File: config.mk
export PLATFORM = sky130hd
export DESIGN_NAME = display_mode_controller
export DESIGN_NICKNAME = d
export VERILOG_FILES = /design/src/rtl/display_mode_controller.sv
export SDC_FILE = /design/constraint.sdc
export NUM_CORES = 1
export LEC_CHECK = 0
export ABC_AREA = 0
export CORE_MARGIN = 2
export CORE_UTILIZATION = 44
export DETAILED_ROUTE_END_ITERATION = 10
export GPL_ROUTABILITY_DRIVEN = 0
export PLACE_DENSITY = 0.8
export SLEW_MARGIN = 20
export SYNTH_ARGS = -nofsm -noshare
export SYNTH_HDL_FRONTEND = slang
export SYNTH_SLANG_ARGS = --single-unit
File: constraint.sdc
create_clock -name clk -period 1.9 [get_ports clk]
set_clock_uncertainty 0.2 [all_clocks]
set_input_delay 0.19 -clock clk [delete_from_list [all_inputs] [get_ports clk]]
set_output_delay 0.19 -clock clk [all_outputs]
set_load 0.01 [all_outputs]
File: src/rtl/display_mode_controller.sv
// Display source sequencer for the alarm clock: picks time/alarm/keypad source,
// runs the keypad digit-entry handshake and blanks the display while ringing.
module display_mode_controller #(
   parameter int ALARM_SHOW_SECS  = 5,
   parameter int KEY_TIMEOUT_SECS = 10,
   parameter int DIGITS           = 4,
   parameter int TIMER_WIDTH      = 4
) (
   input  logic       clk,
   input  logic       reset,
   input  logic       one_second,
   input  logic       show_alarm_btn,
   input  logic       key_valid,
   input  logic       load_alarm_btn,
   input  logic       load_time_btn,
   input  logic       alarm_ringing,
   output logic [1:0] selector,
   output logic       shift_key,
   output logic       load_new_alarm,
   output logic       load_new_time,
   output logic [2:0] digit_count,
   output logic       display_blank,
   output logic [1:0] state_dbg
);

   // Handshake: every input is a single-cycle pulse (alarm_ringing a level) sampled
   // on posedge clk; there is no back-pressure, and every output is a registered
   // one-cycle pulse/level appearing in the cycle after the causing input.
   typedef enum logic [1:0] {
      SHOW_TIME  = 2'd0,
      SHOW_ALARM = 2'd1,
      KEY_ENTRY  = 2'd2
   } state_t;

   localparam logic [TIMER_WIDTH-1:0] ALARM_LAST = TIMER_WIDTH'(ALARM_SHOW_SECS - 1);
   localparam logic [TIMER_WIDTH-1:0] KEY_LAST   = TIMER_WIDTH'(KEY_TIMEOUT_SECS - 1);
   localparam logic [2:0]             DIGITS_C   = 3'(DIGITS);

   state_t                 state_q, state_d;
   logic [TIMER_WIDTH-1:0] timer_q, timer_d;
   logic [2:0]             digit_count_q, digit_count_d;
   logic [1:0]             selector_q, selector_d;
   logic                   shift_key_q, shift_key_d;
   logic                   load_new_alarm_q, load_new_alarm_d;
   logic                   load_new_time_q, load_new_time_d;
   logic                   display_blank_q, display_blank_d;

   always_ff @(posedge clk) begin
      if (reset) begin
         state_q          <= SHOW_TIME;
         timer_q          <= '0;
         digit_count_q    <= 3'd0;
         selector_q       <= 2'd0;
         shift_key_q      <= 1'b0;
         load_new_alarm_q <= 1'b0;
         load_new_time_q  <= 1'b0;
         display_blank_q  <= 1'b0;
      end else begin
         state_q          <= state_d;
         timer_q          <= timer_d;
         digit_count_q    <= digit_count_d;
         selector_q       <= selector_d;
         shift_key_q      <= shift_key_d;
         load_new_alarm_q <= load_new_alarm_d;
         load_new_time_q  <= load_new_time_d;
         display_blank_q  <= display_blank_d;
      end
   end

   always_comb begin
      state_d          = state_q;
      timer_d          = timer_q + {{(TIMER_WIDTH-1){1'b0}}, one_second};
      digit_count_d    = digit_count_q;
      shift_key_d      = 1'b0;
      load_new_alarm_d = 1'b0;
      load_new_time_d  = 1'b0;
      selector_d       = 2'd0;
      display_blank_d  = 1'b0;

      case (state_q)
         SHOW_TIME: begin
            if (key_valid) begin
               state_d       = KEY_ENTRY;
               timer_d       = '0;
               shift_key_d   = 1'b1;
               digit_count_d = 3'd1;
            end else if (show_alarm_btn) begin
               state_d = SHOW_ALARM;
               timer_d = '0;
            end
         end
         SHOW_ALARM: begin
            if (key_valid) begin
               state_d       = KEY_ENTRY;
               timer_d       = '0;
               shift_key_d   = 1'b1;
               digit_count_d = 3'd1;
            end else if (show_alarm_btn) begin
               timer_d = '0;
            end else if (one_second && timer_q == ALARM_LAST) begin
               state_d = SHOW_TIME;
               timer_d = '0;
            end
         end
         KEY_ENTRY: begin
            // A load only counts once the entry is complete; a partial entry keeps its timer.
            if ((load_time_btn || load_alarm_btn) && digit_count_q == DIGITS_C) begin
               timer_d       = '0;
               digit_count_d = 3'd0;
               if (load_time_btn) begin
                  state_d         = SHOW_TIME;
                  load_new_time_d = 1'b1;
               end else begin
                  state_d          = SHOW_ALARM;
                  load_new_alarm_d = 1'b1;
               end
            end else if (key_valid) begin
               timer_d = '0;
               if (digit_count_q < DIGITS_C) begin
                  shift_key_d   = 1'b1;
                  digit_count_d = digit_count_q + 3'd1;
               end
            end else if (one_second && timer_q == KEY_LAST) begin
               state_d       = SHOW_TIME;
               timer_d       = '0;
               digit_count_d = 3'd0;
            end
         end
         default: begin
            state_d       = SHOW_TIME;
            timer_d       = '0;
            digit_count_d = 3'd0;
         end
      endcase

      case (state_d)
         SHOW_ALARM: selector_d = 2'd1;
         KEY_ENTRY:  selector_d = 2'd2;
         default:    selector_d = 2'd0;
      endcase

      // Blank flips per tick only while staying in SHOW_TIME with the alarm ringing.
      if (state_q == SHOW_TIME && state_d == SHOW_TIME && alarm_ringing)
         display_blank_d = display_blank_q ^ one_second;
   end

   assign selector       = selector_q;
   assign shift_key      = shift_key_q;
   assign load_new_alarm = load_new_alarm_q;
   assign load_new_time  = load_new_time_q;
   assign digit_count    = digit_count_q;
   assign display_blank  = display_blank_q;
   assign state_dbg      = state_q;

endmodule
==> results <==
- The first global-routing pass estimated 2400 µm of wire.
- The worst setup path is captured at a primary output.
- After detailed routing, the number of vias per cell comes to around 5.8.
- The critical path goes through clkdlybuf4s50_1.
- The top cell family by delay on the critical path is buffers and inverters.
- The floorplan die width is approximately 46 µm.
- The core area is 0.00169 mm².
- For this block, wires on met1 add up to 689 µm.
- The post-synthesis mux area share is 0.
- Of all nets on the critical path, the largest fanout is 9.
- The final-report setup violation count is 0.
- The die is approximately 46 µm tall.
- In the finished design, the share of the clock period the worst path needs comes to 0.926.
- Setup repair after global routing left no endpoint under its margin.
- Gates resized during post-CTS repair numbered 0.
- The number of buffers inserted by port buffering is 18.
- The actual transition at the worst max-transition pin is 0.422 ns.
- The detailed router finished its first iteration with 20 violations.
- The DRC violations left is 0.
- Of the total synthesized cell area, the portion taken by full adders, half adders and majority gates is 0.0649.
- The number of antenna violations at the first check in global routing came to 0.
- After layout, the design draws a total of about 0.00064 W.
- The end of the worst register-to-register path is digit_count[0].
- The number of levels in the clock H-tree is 1.
- The number of cells on the worst reg-to-reg path is 6.
- The main combinational cell family by area after synthesis is simple AND/OR/NAND/NOR gates.
- Based on the critical path, the design can be clocked at up to between 500 and 600 MHz.
- The number of nets produced by synthesis is 96.
- The half-perimeter wire length of the detailed placement result is 1200 µm.
- CTS placed an instance of clkbuf_4 at the clock tree root.
- The aggregate global routing overflow is 0.
- The library cell contributing the largest single delay on the critical path is clkdlybuf4s50_1.
- The number of global-route vias before repair is 607.
- The worst setup path is launched from a flop.
- After detailed routing, the average wire length per cell comes to ~12 µm.
- The highest layer used for signal routing is met4.
- The count of fill cells added during filler insertion is roughly 140.
- Wire segments on met2 add up to between 600 and 700 µm in the final route.
- The post-layout minimum cycle time is ~1.8 ns.
- The predominant post-synthesis flop cell is dfxtp_1.
- The run finished with clean final reports.
- The worst-case IR drop observed on VDD is about 0.37 mV.
- The required time of the critical path is 1.51 ns.
- The number of buffers added by the clock tree synthesis step is 3.
- The number of placed instances, taps included, is between 100 and 150.
- For this design, the sink count on the clock tree is 15.
- In this run the post-CTS setup repair buffer count came out at 0.
- For this run, the register share of the synthesized area comes to 0.390.
- In this run the tightest slew margin relative to its limit is 0.718.
- The path with the worst hold slack has its endpoint at display_blank.
- In this run the static leakage power is around 0.4 nW.
- The xor-xnor portion of the synthesized cell area is 0.0341.
- The count of standard-cell rows is 15.
- The total routing usage reported by global routing is 0.162.
- The fraction of the mapped netlist area in compound gates came to 0.208.
- The async set-reset flop share out of synthesis is 0.
- Counting both buffers and inverters, the worst setup path holds a total of 1.
- TritonCTS built the clock tree.
- The critical path is of the reg2out type.
- Of the total synthesized cell area, the portion taken by AND, OR, NAND and NOR gates is 0.266.
- The setup total negative slack is 0 ns.
- In the detailed route, the total length drawn on met3 is approximately 110 µm.
- The largest net degree at the start of global routing is 10.
- Summing over every cut layer, the via total after detailed routing is between 700 and 800.
- The largest single stage delay on the critical path is about 0.60 ns.
- The max-cap check violation count is 0.
- For this design the top-level I/O count stands at 19.
- The cell area after placement is around 980 µm².
- The die area is around 0.0021 mm².
- Relative to the synthesized area, the layout overhead comes to 30.7%.
- Leaving out fill and tap cells, the most frequent cells in the layout are 18 x clkdlybuf4s50_1, 15 x dfxtp_1, 8 x nand2_1, 8 x nor2_1.
- The number of warnings printed during yosys synthesis is 0.
- The initial utilization of the core area, before any placement, comes to 0.456.
- In this run the worst hold path is classified as in2reg.
- After routing the design area is between 0.001 and 0.0015 mm².
- Synthesis inferred 15 register bits.
- The number of nets in the layout is 119.
- The number of antenna repair diodes is 0.
- The remaining antenna violation count is 0.
- The worst-case clock buffer depth is 2.
- The startpoint of the tightest hold check path is alarm_ringing.
- The leading cell type in the layout, fill and taps excluded is clkdlybuf4s50_1.
- The register-to-register path setup slack is approximately 0.21 ns.
- The cell area that synthesis handed to floorplanning was just under 800 µm².
- The final non-filler cell total is 123.
- The number of iterations in the first detailed-routing pass is 4.
- The arrival time at the worst endpoint is between 1 and 1.5 ns.
- The number of instances in the synthesized netlist is 84.
- The final hold violation count is 0.
- Of the cells placed in the final design, the portion with a size suffix greater than 1 is 0.132.
- The routed design has around 1500 µm of wire.
- The number of max-slew violations in the final report is 0.
- The power per standard cell area is about 630 mW/mm².
- The critical path launch point is digit_count[2].
- The reg-to-reg startpoint is digit_count[0].
- The number of enable flip-flop cells after synthesis is 0.
- The worst hold path was traced through 3 stages.
- The number of hold buffers added after CTS was 0.
- Clock-pin slew was measured on the worst setup and hold paths at approximately 0.08 ns.
- Clock latency on the worst-skew pair, taken at its later pin, is around 0.28 ns.
- The mean instance size in the synthesized netlist is just over 9 µm².
- After synthesis, the netlist uses 35 different library cells.
==> cell usage after synthesis (all sizes together) (2+ instances only) <==
master	instances	area, µm²
a211oi	2	15.0
ha	4	50.1
a21oi	3	18.8
a31oi	3	25.0
o21ai	3	15.0
nor2	9	36.3
nand2	8	30.0
nand4	3	18.8
or2	2	12.5
xor2	2	17.5
dfxtp	15	300
and3	2	12.5
nand3	3	15.0
a21boi	4	33.8
buf	2	10.0
inv	4	15.0
==> sequential cells by signal, summed over array words and instances, names as in the netlist <==
register,cells
shift_key,1
state_dbg,2
digit_count,3
timer_q,4
load_new_time,1
load_new_alarm,1
selector,2
display_blank,1
==> layer usage <==
layer | track usage | vias up
met2 | 0.250 | 25
met3 | 0.0556 | 4
met1 | 0.183 | 333
li1 | - | 352
met5 | 0 | -
met4 | 0.114 | 0
==> layout make-up <==
class	instances	area [µm²]	area share
clock buffers	4	26.3	0.0261
inverters	4	15.0	0.0149
multi-input cells	62	442	0.439
flip-flops and latches	15	300	0.298
well taps	17	21.3	0.0211
repair buffers	21	203	0.201
==> how the worst max path moves through the flow <==
stage | depth (start not counted) | slack (ns) | to
floorplan | 6 | 0.31 | digit_count[0]
global placement | 5 | 0.12 | digit_count[0]
detailed placement | 5 | 0.10 | selector[0]
CTS | 1 | 0.13 | state_dbg[0]
global route | 1 | 0.08 | state_dbg[0]
finish | 1 | 0.14 | digit_count[2]
==> where the power goes <==
group	switching (W)	leakage, nW	internal (W)
clock network	0.0000981	0.0150	0.0000816
registers	0.0000134	0.122	0.000326
logic	0.0000541	0.261	0.0000631
==> kinds of logic after synthesis <==
| kind of cell | Yosys count |
|---|---|
| simple gates | 35 |
| buf+inv | 7 |
| xor+xnor | 3 |
| fa+ha+maj | 4 |
| flops | 15 |
| compound gates | 20 |
==> worst min-delay path: stages <==
cell and delay, ns:
clkdlybuf4s50_1 0.40, nand3_1 0.07, nor4_1 0.04
==> through the flow <==
stage          setup WS [ns]   util  hold WS [ns]
2_1_floorplan          0.313      -        0.0661
3_3_place_gp           0.120  0.581         0.331
3_5_place_dp           0.101  0.581         0.338
4_1_cts                0.134  0.596         0.252
5_1_grt               0.0766  0.596         0.259
6_report               0.140  0.596         0.262
(Power assumes the default switching activity.)
